<file path="config.mk">
export PLATFORM = sky130hd
export DESIGN_NAME = udp_echo_responder
export DESIGN_NICKNAME = d
export VERILOG_FILES = /design/src/rtl/udp_echo_responder.sv
export SDC_FILE = /design/constraint.sdc
export NUM_CORES = 1
export LEC_CHECK = 0
export ABC_AREA = 1
export CORE_MARGIN = 8
export CORE_UTILIZATION = 40
export DETAILED_ROUTE_END_ITERATION = 6
export PLACE_DENSITY = 0.75
export REMOVE_ABC_BUFFERS = 1
export SYNTH_ARGS = -nofsm -noshare
export SYNTH_HDL_FRONTEND = slang
export SYNTH_SLANG_ARGS = --single-unit
</file>
<file path="constraint.sdc">
create_clock -name clk -period 3.1 [get_ports clk]
set_input_delay 0.775 -clock clk [delete_from_list [all_inputs] [get_ports clk]]
set_output_delay 0.775 -clock clk [all_outputs]
set_load 0.02 [all_outputs]
</file>
<file path="src/rtl/udp_echo_responder.sv">
// UDP echo endpoint: swaps addresses/ports of datagrams addressed to LOCAL_PORT and
// streams the payload straight back; other datagrams are drained and counted.
module udp_echo_responder #(
  parameter logic [15:0]  LOCAL_PORT  = 16'd7,
  parameter logic [7:0]   TTL         = 8'd64,
  parameter int unsigned  COUNT_WIDTH = 32
) (
  input  logic                   clk,
  input  logic                   reset_n,
  // RX header
  input  logic                   rx_hdr_valid_i,
  output logic                   rx_hdr_ready_o,
  input  logic [31:0]            rx_ip_source_ip_i,
  input  logic [31:0]            rx_ip_dest_ip_i,
  input  logic [15:0]            rx_source_port_i,
  input  logic [15:0]            rx_dest_port_i,
  input  logic [15:0]            rx_length_i,
  input  logic [15:0]            rx_checksum_i,
  // RX payload
  input  logic [7:0]             rx_tdata_i,
  input  logic                   rx_tkeep_i,
  input  logic                   rx_tvalid_i,
  output logic                   rx_tready_o,
  input  logic                   rx_tlast_i,
  input  logic                   rx_tuser_i,
  // TX header
  output logic                   tx_hdr_valid_o,
  input  logic                   tx_hdr_ready_i,
  output logic [5:0]             tx_ip_dscp_o,
  output logic [1:0]             tx_ip_ecn_o,
  output logic [7:0]             tx_ip_ttl_o,
  output logic [31:0]            tx_ip_source_ip_o,
  output logic [31:0]            tx_ip_dest_ip_o,
  output logic [15:0]            tx_source_port_o,
  output logic [15:0]            tx_dest_port_o,
  output logic [15:0]            tx_length_o,
  output logic [15:0]            tx_checksum_o,
  // TX payload
  output logic [7:0]             tx_tdata_o,
  output logic                   tx_tkeep_o,
  output logic                   tx_tvalid_o,
  input  logic                   tx_tready_i,
  output logic                   tx_tlast_o,
  output logic                   tx_tuser_o,
  // Statistics
  output logic [COUNT_WIDTH-1:0] echo_count,
  output logic [COUNT_WIDTH-1:0] drop_count
);

  typedef enum logic [1:0] {StIdle, StHdr, StPayload, StDrop} state_e;

  state_e                 state_q, state_d;
  logic                   active_q;
  logic                   latch_hdr, echo_inc, drop_inc;
  logic [31:0]            src_ip_q, dst_ip_q;
  logic [15:0]            src_port_q, dst_port_q, length_q;
  logic [COUNT_WIDTH-1:0] echo_count_q, drop_count_q;

  // Incoming checksum is discarded: the TX checksum is offloaded downstream.
  logic unused_checksum;
  assign unused_checksum = ^rx_checksum_i;

  always_comb begin
    state_d        = state_q;
    rx_hdr_ready_o = 1'b0;
    rx_tready_o    = 1'b0;
    tx_hdr_valid_o = 1'b0;
    tx_tvalid_o    = 1'b0;
    latch_hdr      = 1'b0;
    echo_inc       = 1'b0;
    drop_inc       = 1'b0;
    unique case (state_q)
      StIdle: begin
        // active_q holds readies low until the first edge after reset release.
        rx_hdr_ready_o = active_q;
        if (rx_hdr_valid_i && active_q) begin
          if (rx_dest_port_i == LOCAL_PORT) begin
            latch_hdr = 1'b1;
            state_d   = StHdr;
          end else begin
            state_d   = StDrop;
          end
        end
      end
      StHdr: begin
        tx_hdr_valid_o = 1'b1;
        if (tx_hdr_ready_i) state_d = StPayload;
      end
      StPayload: begin
        tx_tvalid_o = rx_tvalid_i;
        rx_tready_o = tx_tready_i;
        if (rx_tvalid_i && tx_tready_i && rx_tlast_i) begin
          echo_inc = 1'b1;
          state_d  = StIdle;
        end
      end
      StDrop: begin
        rx_tready_o = 1'b1;
        if (rx_tvalid_i && rx_tlast_i) begin
          drop_inc = 1'b1;
          state_d  = StIdle;
        end
      end
      default: state_d = StIdle;
    endcase
  end

  always_ff @(posedge clk or negedge reset_n) begin
    if (!reset_n) begin
      state_q      <= StIdle;
      active_q     <= 1'b0;
      src_ip_q     <= '0;
      dst_ip_q     <= '0;
      src_port_q   <= '0;
      dst_port_q   <= '0;
      length_q     <= '0;
      echo_count_q <= '0;
      drop_count_q <= '0;
    end else begin
      state_q  <= state_d;
      active_q <= 1'b1;
      if (latch_hdr) begin
        // Swap at latch time so the TX fields come straight from flops.
        src_ip_q   <= rx_ip_dest_ip_i;
        dst_ip_q   <= rx_ip_source_ip_i;
        src_port_q <= rx_dest_port_i;
        dst_port_q <= rx_source_port_i;
        length_q   <= rx_length_i;
      end
      if (echo_inc) echo_count_q <= echo_count_q + COUNT_WIDTH'(1);
      if (drop_inc) drop_count_q <= drop_count_q + COUNT_WIDTH'(1);
    end
  end

  assign tx_ip_dscp_o      = 6'd0;
  assign tx_ip_ecn_o       = 2'd0;
  assign tx_ip_ttl_o       = TTL;
  assign tx_ip_source_ip_o = src_ip_q;
  assign tx_ip_dest_ip_o   = dst_ip_q;
  assign tx_source_port_o  = src_port_q;
  assign tx_dest_port_o    = dst_port_q;
  assign tx_length_o       = length_q;
  assign tx_checksum_o     = 16'd0;

  assign tx_tdata_o = rx_tdata_i;
  assign tx_tkeep_o = rx_tkeep_i;
  assign tx_tlast_o = rx_tlast_i;
  assign tx_tuser_o = rx_tuser_i;

  assign echo_count = echo_count_q;
  assign drop_count = drop_count_q;

endmodule

</file>
Word-level counts from Yosys, hierarchy flattened:

Index checks and enable logic that the tools add are counted.

* equal/unequal tests: 8
* reductions and logical operators: 6
* bitwise operators: 0
* $add $sub $neg: 2
* multiply operators: 0
* div/mod/pow operators: 0
* mux-type cells: 17
* order comparisons: 0
* shift operators: 0

Operators with widths (count)
* $add 32x1->32 const B: 2
* $eq 16x3->1 const B: 1
* $mux 1: 10
* $mux 2: 5
* $ne 2x2->1 const B: 4
* $pmux 2 s4: 1
* $eq 2x2->1 const B: 2
* $logic_and 1x1->1: 4
* $reduce_and 4->1: 1
* $eq 2x1->1 const B: 1
* $logic_not 2->1: 1
* $pmux 1 s2: 1

* latch bits: 0
* output and inout port bits: 223
* RAM bits: 0
* memory bits (read-only): 0
* logic and storage cells: 42
* input bits: 145
* register bits after elaboration: 179
* memories kept: 0

Logic depth before layout (Yosys ltp):

* depth after elaboration: 4
* gate-level depth with buffers: 10

Least setup slack after synthesis:

No wires, ideal clock.

* kind: input port to output port
* start: input port tx_tready_i
* end: output port rx_tready_o
* arrival time: 1.169 ns
* cell stages on the path: 2
* data required time: 2.325 ns
* setup slack: 1.156 ns
* cell sequence: inv_1 > a21oi_1

* cells in the longest elaborated chain, start to end: 1

Ends and longest elaborated chain
* from (decl): line 42 `input logic tx_tready_i,`
* $pmux 1 s2: line 72 `unique case (state_q)`
* to (decl): line 23 `output logic rx_tready_o,`

No other way between the ends.

Worst setup path in the final report:

Ends and elaborated chain as after synthesis.

==> flow_results.org <==
** Worst setup path
- The critical path ends at rx_tready_o.
- Cell with the most instances on the worst path :: sky130_fd_sc_hd__clkdlybuf4s50_1
- Among all stages on the critical path, the largest delay is contributed by sky130_fd_sc_hd__clkdlybuf4s50_1.
- Req. time, crit path :: about 2.3 ns
- The critical path is of the input port to output pin type.
- Data arrives at the worst endpoint at between 2 and 2.5 ns.
- Capturing element type of the critical path :: output pin
- Worst reg2reg endpoint :: echo_count[24]$_DFFE_PN0P_
- Reg-to-reg slack, setup :: 1.26 ns
- Element type at the critical path start :: input port
- Walking the worst path, the cells encountered are clkdlybuf4s50_1, inv_1, a21oi_1, clkdlybuf4s50_1.
- Beginning of the critical path :: tx_tready_i
- In this run the worst path has a maximum fanout of 2.
- Largest stage delay on the critical path :: about 0.66 ns
- Launching point of the worst reg2reg path :: state_q[0]$_DFFE_PN0P_
- For the worst flop-to-flop path, the logic depth is 8.

** Placement
- The congestion estimate from routability-driven global placement came to 0.8659.
- Summed over all nets, the half-perimeter wirelength after detailed placement is just under 20 mm.
- Port buffering added approximately 300 buffers.
- Worst slack at placement :: approximately 0.13 ns

** Cells and area
- Fin util :: ~60%
- Post-synthesis to final-layout area growth :: 45.01%
- For this run, the post-layout net count is about 1400.
- Share of layout cells above drive strength 1 :: ~4.4%
- Antenna cells :: 0

** Clocking
- Clock-pin slew was measured on the worst setup and hold paths at 0.08 ns.
- In this run the post-CTS setup repair buffer count came out at 0.
- Sinks on Clock Net :: 179
- CTS built an H-tree with a depth of 4.
- TritonCTS built the clock tree.
- Root cell of the clock tree :: sky130_fd_sc_hd__clkbuf_16
- In this run, post-CTS repair resized a total of 0 instances.
- The longest clock path from root to sink contains 2 buffers.
- The number of clock buffers added by TritonCTS is 17.
- The later pin in the worst-skew pair is clocked with a latency of between 0.4 and 0.5 ns.
- Hold repair after CTS inserted 0 buffers.

** Timing
- Setup repair after global routing left no endpoint under its margin.
- Worst-margin pin slew :: 0.6543 ns
- The final number of max-transition violations is 0.
- Final hold slack :: approximately 0.34 ns
- For the final database, setup skew stands at ~0.012 ns.
- Setup violations remaining at the end of the flow were counted as 0.
- Dividing the final minimum period by the clock period gives between 90% and 100%.
- Timing would allow up to between 300 and 400 MHz.
- The worst path needs 2.956 ns of the cycle, external delays included.
- Hold violation count in the final report :: 0
- Worst slew margin :: between 50% and 60%
- Minimum setup slack in the final design :: roughly 0.14 ns

** Die
- The die covers roughly 26000 um^2.
- In this run the core area contains between 50 and 60 standard-cell rows.
- Width of the die :: 160.3 um
- Initial standard-cell utilization of the core :: just over 40%
- I/O pins :: 368
- The floorplan step set the die height to between 150 and 200 um.
- Total core area :: slightly above 20000 um^2

** Global routing
- Antenna violations before repair :: 2
- The first global-routing pass estimated between 40 and 50 mm of wire.
- Via count of the first global-routing pass :: around 7400
- Entering global routing, the biggest net connects 66 pins.
- Global routing finished with a remaining overflow of 0.
- Across every metal layer, demand over resource in global routing totals roughly a fifth.

** Power
- P per Cell Area :: roughly 460 nW/um^2
- VDD sags by at most between 0.3 and 0.4 mV.
- Leakage dissipation :: between 0.005 and 0.006 uW

** Logic synthesis
- Seq cells post-synth :: ~180
- Total number of yosys warnings :: 0
- Fraction of the yosys area taken by sequential cells :: 53.80%
- Number of library cell types mapped by synthesis :: 29
- After technology mapping, the gate count stands at ~1000.
- In this run the mean area of a mapped cell was around 8.3 um^2.
- Synthesized cell area :: around 8300 um^2

** Min path
- Worst hold-check path type :: input port to async pin

** Drt
- The pre-antenna-repair detailed-routing pass consisted of 4 iterations.
- Vias per std cell :: approximately 4.7
- Dividing the detail-routed wire length by the instance count gives 16.19 um.
- Aggregate routed wire length :: approximately 25 mm
- The routed layout has 7397 vias.
- Antenna Nets Post-Route :: 0
- In the routed design, unresolved DRC markers number 0.
- In this run, the number of DRC markers left after iteration 0 of detailed routing was approximately 380.

** Job
- Max-capacitance violation count :: 0

** Status
- Result of the run :: completed
[where the power goes]
group / switching (uW) / internal, uW
Clock: 1030 / 1340
Sequential: 79.2 / 2390
Combinational: 424 / 331
Total: 1530 / 4060
[critical path, delay by kind of cell]
kind | cells | cell delay, ns
buffers and inverters | 3 | 1.26
AOI/OAI and AO/OA | 1 | 0.14
[registers in the layout, summed over array words and instances, names as in the netlist]
register,count
echo_count,32
state_q,2
active_q,1
drop_count,32
tx_length_o,16
tx_source_port_o,16
tx_dest_port_o,16
tx_ip_source_ip_o,32
tx_ip_dest_ip_o,32
[cell families (layout without fill, tap and decap cells)]
group / count (synthesis) / count (layout) / synth area share (%)
xor+xnor: 39 / 39 / 4.103
simple gates: 608 / 608 / 31.32
flops: 179 / 179 / 53.80
compound gates: 13 / 13 / 0.8717
fa+ha+maj: 2 / 2 / 0.3005
other cells: 2 / 33 / 0.09020
buf+inv: 160 / 426 / 9.513
[worst min-delay path by stage]
stage / start / slack (ns) / endpoint / cells past startpoint
3_3_place_gp: tx_source_port_o[1]$_DFFE_PN0P_ / 0.45 / tx_source_port_o[1]$_DFFE_PN0P_ / 2
4_1_cts: reset_n / 0.36 / echo_count[24]$_DFFE_PN0P_ / 1
5_1_grt: reset_n / 0.37 / echo_count[24]$_DFFE_PN0P_ / 1
6_report: reset_n / 0.34 / echo_count[20]$_DFFE_PN0P_ / 1
2_1_floorplan: reset_n / 0.48 / active_q$_DFF_PN0_ / 0
3_5_place_dp: tx_source_port_o[5]$_DFFE_PN0P_ / 0.45 / tx_source_port_o[5]$_DFFE_PN0P_ / 2
[cell usage after synthesis (all sizes together)]
| cell type | instances | area [um^2] |
|---|---|---|
| xor2 | 18 | 157.7 |
| nand4 | 14 | 87.58 |
| conb | 2 | 7.510 |
| nand2 | 356 | 1344 |
| ha | 2 | 25.02 |
| clkinv | 1 | 3.750 |
| nand3b | 3 | 22.52 |
| nor2 | 85 | 376.6 |
| a21oi | 2 | 10.01 |
| clkbuf | 11 | 41.29 |
| nand3 | 136 | 705.7 |
| nor3 | 13 | 65.06 |
| o21ai | 8 | 40.04 |
| and2 | 1 | 6.260 |
| dfrtp | 179 | 4479 |
| xnor2 | 21 | 183.9 |
| o21a | 1 | 7.510 |
| buf | 65 | 435.4 |
| o21bai | 2 | 15.01 |
| inv | 83 | 311.6 |
[through the flow]
stage / power, uW / cell area (um^2) / TNS, ns / cells
after floorplan: 2829 / 7965 / -204.49 / 958
after global placement: 3278 / 11430 / 0 / 1538
after detailed placement: 3285 / 11430 / 0 / 1538
after CTS: 5657 / 12070 / 0 / 1570
after global routing: 5815 / 12070 / 0 / 1570
final: 5595 / 12070 / 0 / 1570
[final cells by class]
class / instances / area [um^2]
clock buffer: 18 / 439.2
clock inverter: 14 / 206.4
fill: 1816 / 8292
inverter: 84 / 315.3
multi-input combinational: 695 / 3178
sequential: 179 / 4479
tap: 270 / 337.8
timing repair buffer: 310 / 3117
[per-layer routing]
metal	GRT usage, %	wire [um]	up-vias
li1	-	-	3626
met2	32.55	12190	271
met3	9.692	2758	19
met5	0	27	-
met1	23.08	10150	3477
met4	4.673	284	4
[cell usage in the layout, fill, tap and decap left out, drive strengths merged, types with 3 or more instances in the layout]
master / n
bufinv: 3
nor2: 85
nand3b: 3
nand3: 136
xnor2: 21
clkdlybuf4s50: 298
clkbuf: 19
nand2: 356
nor3: 13
o21ai: 8
dfrtp: 179
conb: 33
inv: 93
buf: 11
xor2: 18
nand4: 14
(Power assumes the default switching activity.)
